File: src/rtl/anim_pkg.sv
// anim_pkg -- shared definitions for the animation scheduler.
//   state_t         : scheduler FSM states (idle animation / requested animation).
//   ANIM_*          : animation ids as used by the per-animation ROMs.
//   DEF_NUM_ANIM/DEF_FRAMES : default animation count and frames per animation.
package anim_pkg;

  typedef enum logic {
    ST_IDLE,
    ST_PLAY
  } state_t;

  localparam int ANIM_IDLE  = 0;
  localparam int ANIM_HAPPY = 1;
  localparam int ANIM_SAD   = 2;
  localparam int ANIM_ANGRY = 3;

  localparam int DEF_NUM_ANIM = 4;
  localparam int DEF_FRAMES   = 16;

endpackage

File: src/rtl/anim_scheduler_rr_arbiter.sv
// rr_arbiter -- combinational round-robin pick.
//   pending : request vector, one bit per animation.
//   ptr     : index where the search starts; search runs upward and wraps.
//   winner  : one-hot winning request (all zero when nothing is pending).
//   valid   : at least one request is pending.
module rr_arbiter #(
  parameter int N     = 4,
  parameter int PTR_W = (N > 1) ? $clog2(N) : 1
) (
  input  logic [N-1:0]     pending,
  input  logic [PTR_W-1:0] ptr,
  output logic [N-1:0]     winner,
  output logic             valid
);

  logic [N-1:0] upper_mask;
  logic [N-1:0] upper_req;

  // Bits at or above the pointer are searched first; if none is set the
  // search wraps to the bottom of the vector.
  for (genvar gi = 0; gi < N; gi++) begin : g_mask
    assign upper_mask[gi] = (PTR_W'(gi) >= ptr);
  end

  assign upper_req = pending & upper_mask;
  assign valid     = |pending;

  // x & -x isolates the lowest set bit.
  assign winner = (|upper_req) ? (upper_req & (~upper_req + N'(1)))
                               : (pending & (~pending + N'(1)));

endmodule

File: src/rtl/anim_scheduler.sv
// anim_scheduler -- chooses which screen animation plays and its frame step.
//   clk        : system clock.
//   rst_n      : asynchronous active-low reset.
//   req        : per-animation request level, latched into a sticky pending set.
//   frame_sync : start-of-screen-frame pulse; frame changes happen only here.
//   anim_sel   : active animation id (to the animation ROMs).
//   step       : active frame index (to the animation ROMs).
//   busy       : a non-idle animation is playing.
//   grant      : one-hot, one-cycle pulse when an animation starts.
//   loop_done  : one-cycle pulse when step wraps to 0.
module anim_scheduler
  import anim_pkg::*;
#(
  parameter int NUM_ANIM  = DEF_NUM_ANIM,
  parameter int IDLE_ANIM = ANIM_IDLE,
  parameter int FRAMES    = DEF_FRAMES,
  parameter int TICK_W    = 24,
  parameter int MIN_LOOPS = 2,
  localparam int SEL_W    = (NUM_ANIM > 1) ? $clog2(NUM_ANIM) : 1,
  localparam int STEP_W   = (FRAMES > 1) ? $clog2(FRAMES) : 1
) (
  input  logic                clk,
  input  logic                rst_n,
  input  logic [NUM_ANIM-1:0] req,
  input  logic                frame_sync,
  output logic [SEL_W-1:0]    anim_sel,
  output logic [STEP_W-1:0]   step,
  output logic                busy,
  output logic [NUM_ANIM-1:0] grant,
  output logic                loop_done
);

  localparam int LOOP_W = (MIN_LOOPS > 0) ? $clog2(MIN_LOOPS + 1) : 1;
  localparam logic [STEP_W-1:0]   STEP_LAST = STEP_W'(FRAMES - 1);
  localparam logic [LOOP_W-1:0]   LOOP_MIN  = LOOP_W'(MIN_LOOPS);
  localparam logic [SEL_W-1:0]    IDLE_ID   = SEL_W'(IDLE_ANIM);
  localparam logic [NUM_ANIM-1:0] IDLE_MASK = NUM_ANIM'(1) << IDLE_ANIM;

  state_t                state_reg, state_next;
  logic [TICK_W-1:0]     tick_cnt_reg;
  logic                  adv_pend_reg, adv_pend_next;
  logic [NUM_ANIM-1:0]   pending_reg, pending_next;
  logic [SEL_W-1:0]      anim_sel_reg, anim_sel_next;
  logic [STEP_W-1:0]     step_reg, step_next;
  logic [LOOP_W-1:0]     loop_cnt_reg, loop_cnt_next;
  logic [SEL_W-1:0]      rr_ptr_reg, rr_ptr_next;
  logic [NUM_ANIM-1:0]   grant_reg, grant_next;
  logic                  loop_done_reg, loop_done_next;

  logic                  tick;
  logic                  adv_now;
  logic                  wrap;
  logic [STEP_W-1:0]     step_inc;
  logic [LOOP_W-1:0]     loop_cnt_inc;
  logic                  playing;
  logic                  retrig;
  logic [NUM_ANIM-1:0]   cur_mask;
  logic [NUM_ANIM-1:0]   play_mask;
  logic [NUM_ANIM-1:0]   arb_in;
  logic [NUM_ANIM-1:0]   arb_winner;
  logic                  arb_valid;
  logic [SEL_W-1:0]      winner_idx;
  logic [SEL_W-1:0][NUM_ANIM-1:0] idx_terms;
  logic                  do_grant;

  // Frame tick, held in adv_pend until the next frame_sync so a step never
  // changes mid-scan; several ticks between syncs collapse into one advance.
  assign tick          = &tick_cnt_reg;
  assign adv_now       = (adv_pend_reg | tick) & frame_sync;
  assign adv_pend_next = (adv_pend_reg | tick) & ~frame_sync;

  assign wrap         = adv_now & (step_reg == STEP_LAST);
  assign step_inc     = (step_reg == STEP_LAST) ? '0 : step_reg + STEP_W'(1);
  assign loop_cnt_inc = (loop_cnt_reg >= LOOP_MIN) ? loop_cnt_reg
                                                   : loop_cnt_reg + LOOP_W'(1);

  for (genvar gi = 0; gi < NUM_ANIM; gi++) begin : g_cur
    assign cur_mask[gi] = (anim_sel_reg == SEL_W'(gi));
  end

  // A request for the animation already playing is a retrigger, never a
  // pending entry. A switch only happens without a retrigger, so masking the
  // current bit throughout PLAY loses nothing.
  assign playing   = (state_reg == ST_PLAY);
  assign play_mask = playing ? cur_mask : '0;
  assign retrig    = playing & (|(req & cur_mask));
  assign arb_in    = (pending_reg | req) & ~IDLE_MASK & ~play_mask;

  rr_arbiter #(
    .N (NUM_ANIM)
  ) u_rr_arbiter (
    .pending (arb_in),
    .ptr     (rr_ptr_reg),
    .winner  (arb_winner),
    .valid   (arb_valid)
  );

  // One-hot to binary: bit gb of the id is the OR of winners whose index has bit gb set.
  for (genvar gb = 0; gb < SEL_W; gb++) begin : g_idx_bit
    for (genvar gi = 0; gi < NUM_ANIM; gi++) begin : g_idx_term
      assign idx_terms[gb][gi] = (((gi >> gb) & 1) != 0) ? arb_winner[gi] : 1'b0;
    end
    assign winner_idx[gb] = |idx_terms[gb];
  end

  always_comb begin
    state_next     = state_reg;
    anim_sel_next  = anim_sel_reg;
    step_next      = step_reg;
    loop_cnt_next  = loop_cnt_reg;
    rr_ptr_next    = rr_ptr_reg;
    loop_done_next = wrap;
    do_grant       = 1'b0;

    if (adv_now) begin
      step_next = step_inc;
      if (wrap) begin
        loop_cnt_next = loop_cnt_inc;
      end
    end

    case (state_reg)
      ST_IDLE: begin
        if (frame_sync && arb_valid) begin
          do_grant = 1'b1;
        end
      end
      ST_PLAY: begin
        if (retrig) begin
          loop_cnt_next = '0;
        end else if (wrap && (loop_cnt_inc >= LOOP_MIN)) begin
          if (arb_valid) begin
            do_grant = 1'b1;
          end else begin
            state_next    = ST_IDLE;
            anim_sel_next = IDLE_ID;
            step_next     = '0;
          end
        end
      end
      default: begin
        state_next = ST_IDLE;
      end
    endcase

    // Starting an animation overrides any advance in the same cycle.
    if (do_grant) begin
      state_next    = ST_PLAY;
      anim_sel_next = winner_idx;
      step_next     = '0;
      loop_cnt_next = '0;
      rr_ptr_next   = (winner_idx == SEL_W'(NUM_ANIM - 1)) ? '0
                                                           : winner_idx + SEL_W'(1);
    end

    grant_next   = do_grant ? arb_winner : '0;
    // Granted bit is dropped here, so a req on it in the grant cycle is absorbed.
    pending_next = (pending_reg | req) & ~IDLE_MASK & ~play_mask & ~grant_next;
  end

  always_ff @(posedge clk or negedge rst_n) begin
    if (!rst_n) begin
      state_reg     <= ST_IDLE;
      tick_cnt_reg  <= '0;
      adv_pend_reg  <= 1'b0;
      pending_reg   <= '0;
      anim_sel_reg  <= IDLE_ID;
      step_reg      <= '0;
      loop_cnt_reg  <= '0;
      rr_ptr_reg    <= '0;
      grant_reg     <= '0;
      loop_done_reg <= 1'b0;
    end else begin
      state_reg     <= state_next;
      tick_cnt_reg  <= tick_cnt_reg + TICK_W'(1);
      adv_pend_reg  <= adv_pend_next;
      pending_reg   <= pending_next;
      anim_sel_reg  <= anim_sel_next;
      step_reg      <= step_next;
      loop_cnt_reg  <= loop_cnt_next;
      rr_ptr_reg    <= rr_ptr_next;
      grant_reg     <= grant_next;
      loop_done_reg <= loop_done_next;
    end
  end

  assign anim_sel  = anim_sel_reg;
  assign step      = step_reg;
  assign busy      = playing;
  assign grant     = grant_reg;
  assign loop_done = loop_done_reg;

endmodule

File: config.mk
export PLATFORM = sky130hd
export DESIGN_NAME = anim_scheduler
export DESIGN_NICKNAME = d
export VERILOG_FILES = /design/src/rtl/anim_pkg.sv /design/src/rtl/anim_scheduler_rr_arbiter.sv /design/src/rtl/anim_scheduler.sv
export SDC_FILE = /design/constraint.sdc
export NUM_CORES = 1
export LEC_CHECK = 0
export BUFFER_PORTS_ARGS = -buffer_cell sky130_fd_sc_hd__buf_2
export CORE_MARGIN = 3
export CORE_UTILIZATION = 25
export CTS_BUF_LIST = sky130_fd_sc_hd__clkbuf_8
export CTS_CLUSTER_DIAMETER = 100
export CTS_CLUSTER_SIZE = 16
export DETAILED_ROUTE_END_ITERATION = 10
export PLACE_DENSITY = 0.36
export SKIP_CTS_REPAIR_TIMING = 1
export SLEW_MARGIN = 25
export SYNTH_ARGS = -nofsm -noshare
export SYNTH_HDL_FRONTEND = slang
export SYNTH_SLANG_ARGS = --single-unit
File: constraint.sdc
create_clock -name clk -period 4.5 [get_ports clk]
set_input_delay 0.225 -clock clk [delete_from_list [all_inputs] [get_ports clk]]
set_output_delay 0.225 -clock clk [all_outputs]
set_load 0.01 [all_outputs]
==> run metrics <==
outcome complete, no violations; Final TNS setup 0 ns; register area 1080 sq um; Antenna diodes 0; antenna violations before repair 0; startpoint class of the critical path flop; area delta synth->final 15.8%; vias in the first global route 1,419; Core Region 7810 sq um; Worst Setup Path Type flop to flop; Leak Pwr just over 0.001 uW; met2 usage roughly 14%; Detail Route Antenna Nets 0; Vias 1,410; RSZ-0062 raised after global routing no; # H-tree levels 2; Multi-input gate area 893 sq um; fill count between 800 and 900; share of cells above drive strength 1 16.2%; effective utilization at floorplan roughly a quarter; post-synth cell types 40; commonest non-fill, non-tap cell in the layout dfrtp_1; Max-slew headroom approximately 37%; met1 Track Usage GR 13.5%; clk_lat worst skew 0.29 ns; drt pass-1 iters 4; worst hold path type input port to flop; CP Buf/Inv Count 0; most frequent cells in the layout dfrtp_1, nor2_1, nand2_1, buf_2, xnor2_1; Slowest-stage cell, CP o22ai_1; HPWL Detailed between 2000 and 3000 um; R2R Path End loop_cnt_reg[0]; total track usage 9.52%; Final Hold Slack 0.176 ns; Placer Congestion 0.642; number of flops mapped to enable cells by yosys 0; Final Hold Vio Count 0; Post-synth ARST share 100%; Die H 95.9 um; Worst IR Drop VDD 0.000133 V; WL per Instance around 13 um; RR Startpoint busy; sequential fraction of the synthesis area 53.2%; Die Footprint 9200 sq um; CP arrival 2.70 ns; detailed router's first-iteration violation count 26; Routed WL 4000 um; port bufs 17; Worst Tran Pin Value roughly 0.95 ns; most frequent cell on the critical path nand2_1; CTS Buffer Depth 2; period utilisation layout 55.6%; first-pass GRT wire length 6730 um; Crit Path Max Fanout 11; DRC 0; Yosys warnings 0; cells along the critical path nand2_1, o22ai_1, a31oi_1, a21oi_2, nand2_1, a211oi_1; largest net degree at the start of global routing 44; highest clock rate 400 MHz; Worst-path clk slew 0.09 ns; routing usage on met3 2.35%; count of final max-slew check failures 0; layout net count 225; register-to-register setup slack 2.00 ns; hold_sp frame_sync; Final min period 2.50 ns; Seq cells post-synth 43; final worst clock skew 0.0106 ns; R2R depth 6; syn nets 203; Critical Path Start busy; Max Cap Viol 0; Mapped Cells ~190; total CTS buffers 5; Power Density ~350 nW/um^2; Crit path largest cell delay 0.72 ns; GRT busiest layer met2; Hold Crit Depth 2; fin util a little under a third; syn_area_per_cell 10.5 sq um; chip width 95.9 um; Cell Area, Synth just over 2000 sq um; final setup vio count 0; CTS tree built; family with the most delay on the worst path compound AO/OA/AOI/OAI gates; Largest register FFs 24; critical path endpoint category flop; Worst Hold End adv_pend_reg; routed vias/inst 4.43; num ports 19; total global routing overflow 0; root buffer selected by CTS clkbuf_8; # rows 32; Synth Flop Type dfrtp_1; Sink Count 43; Critical Path RT 4.70 ns
[cell type report]
cell class	count	area share [%]
clock buffers	6	3.53
clock inverters	2	1.50
inverters	8	1.28
multi-input cells	139	38.1
flip-flops and latches	43	45.9
well taps	102	5.45
repair buffers	18	4.17
[logic make-up (layout without fill, tap and decap cells)]
group,after synthesis,count (layout),share of synthesized area [%]
and+or+nand+nor,79,79,19.2
buffers and inverters,11,34,2.91
adders and majority gates,3,3,1.86
AOI/OAI and AO/OA,30,30,10.5
muxes,3,3,2.17
other,1,1,0.185
DFF,43,43,53.2
xor gates and xnor gates,23,23,9.96
[metal layers]
metal  part of all wire, %  up-vias
met5                     0        -
met4                   1.3        0
met3                   2.7        5
met2                    43       13
met1                    53      677
li1                      -      715
[synth_stat cells, types with 2 or more instances]
master    instances  area (sq um)
a211oi_1          2          15.0
a21oi_1           8          40.0
a31oi_1           2          12.5
and3_1            2          12.5
buf_4             2          15.0
dfrtp_1          43          1080
ha_1              3          37.5
inv_1             8          30.0
nand2_1          21          78.8
nand3_1          11          55.1
nand4_1           7          43.8
nor2_1           22          82.6
nor2b_1           2          12.5
nor3_1            5          25.0
nor4_1            2          12.5
o21ai_0           6          30.0
o22ai_1           2          12.5
or3_1             2          12.5
xnor2_1          15           131
xor2_1            8          70.1
[how the worst max path moves through the flow]
stage / endpoint / slack [ns] / cells after the start
after floorplan: rr_ptr_reg[0] / 2.27 / 6
after global placement: loop_cnt_reg[1] / 1.96 / 6
after detailed placement: loop_cnt_reg[0] / 1.85 / 6
after CTS: loop_cnt_reg[0] / 1.83 / 6
after global routing: loop_cnt_reg[0] / 1.63 / 6
final: loop_cnt_reg[0] / 2.00 / 6
[power breakdown]
part | switching (uW) | internal [uW] | total, uW
sequential | 17.4 | 402 | 420
clock | 132 | 180 | 312
combinational | 65.5 | 33.1 | 98.6
[through the flow]
stage,setup slack (ns),area (sq um),power (uW),instances
6_report,2.00,2340,831,318
5_1_grt,1.63,2340,880,318
4_1_cts,1.83,2330,846,317
3_5_place_dp,1.85,2210,526,309
3_3_place_gp,1.96,2210,529,309
2_1_floorplan,2.27,2020,499,193
(Power assumes the default switching activity.)
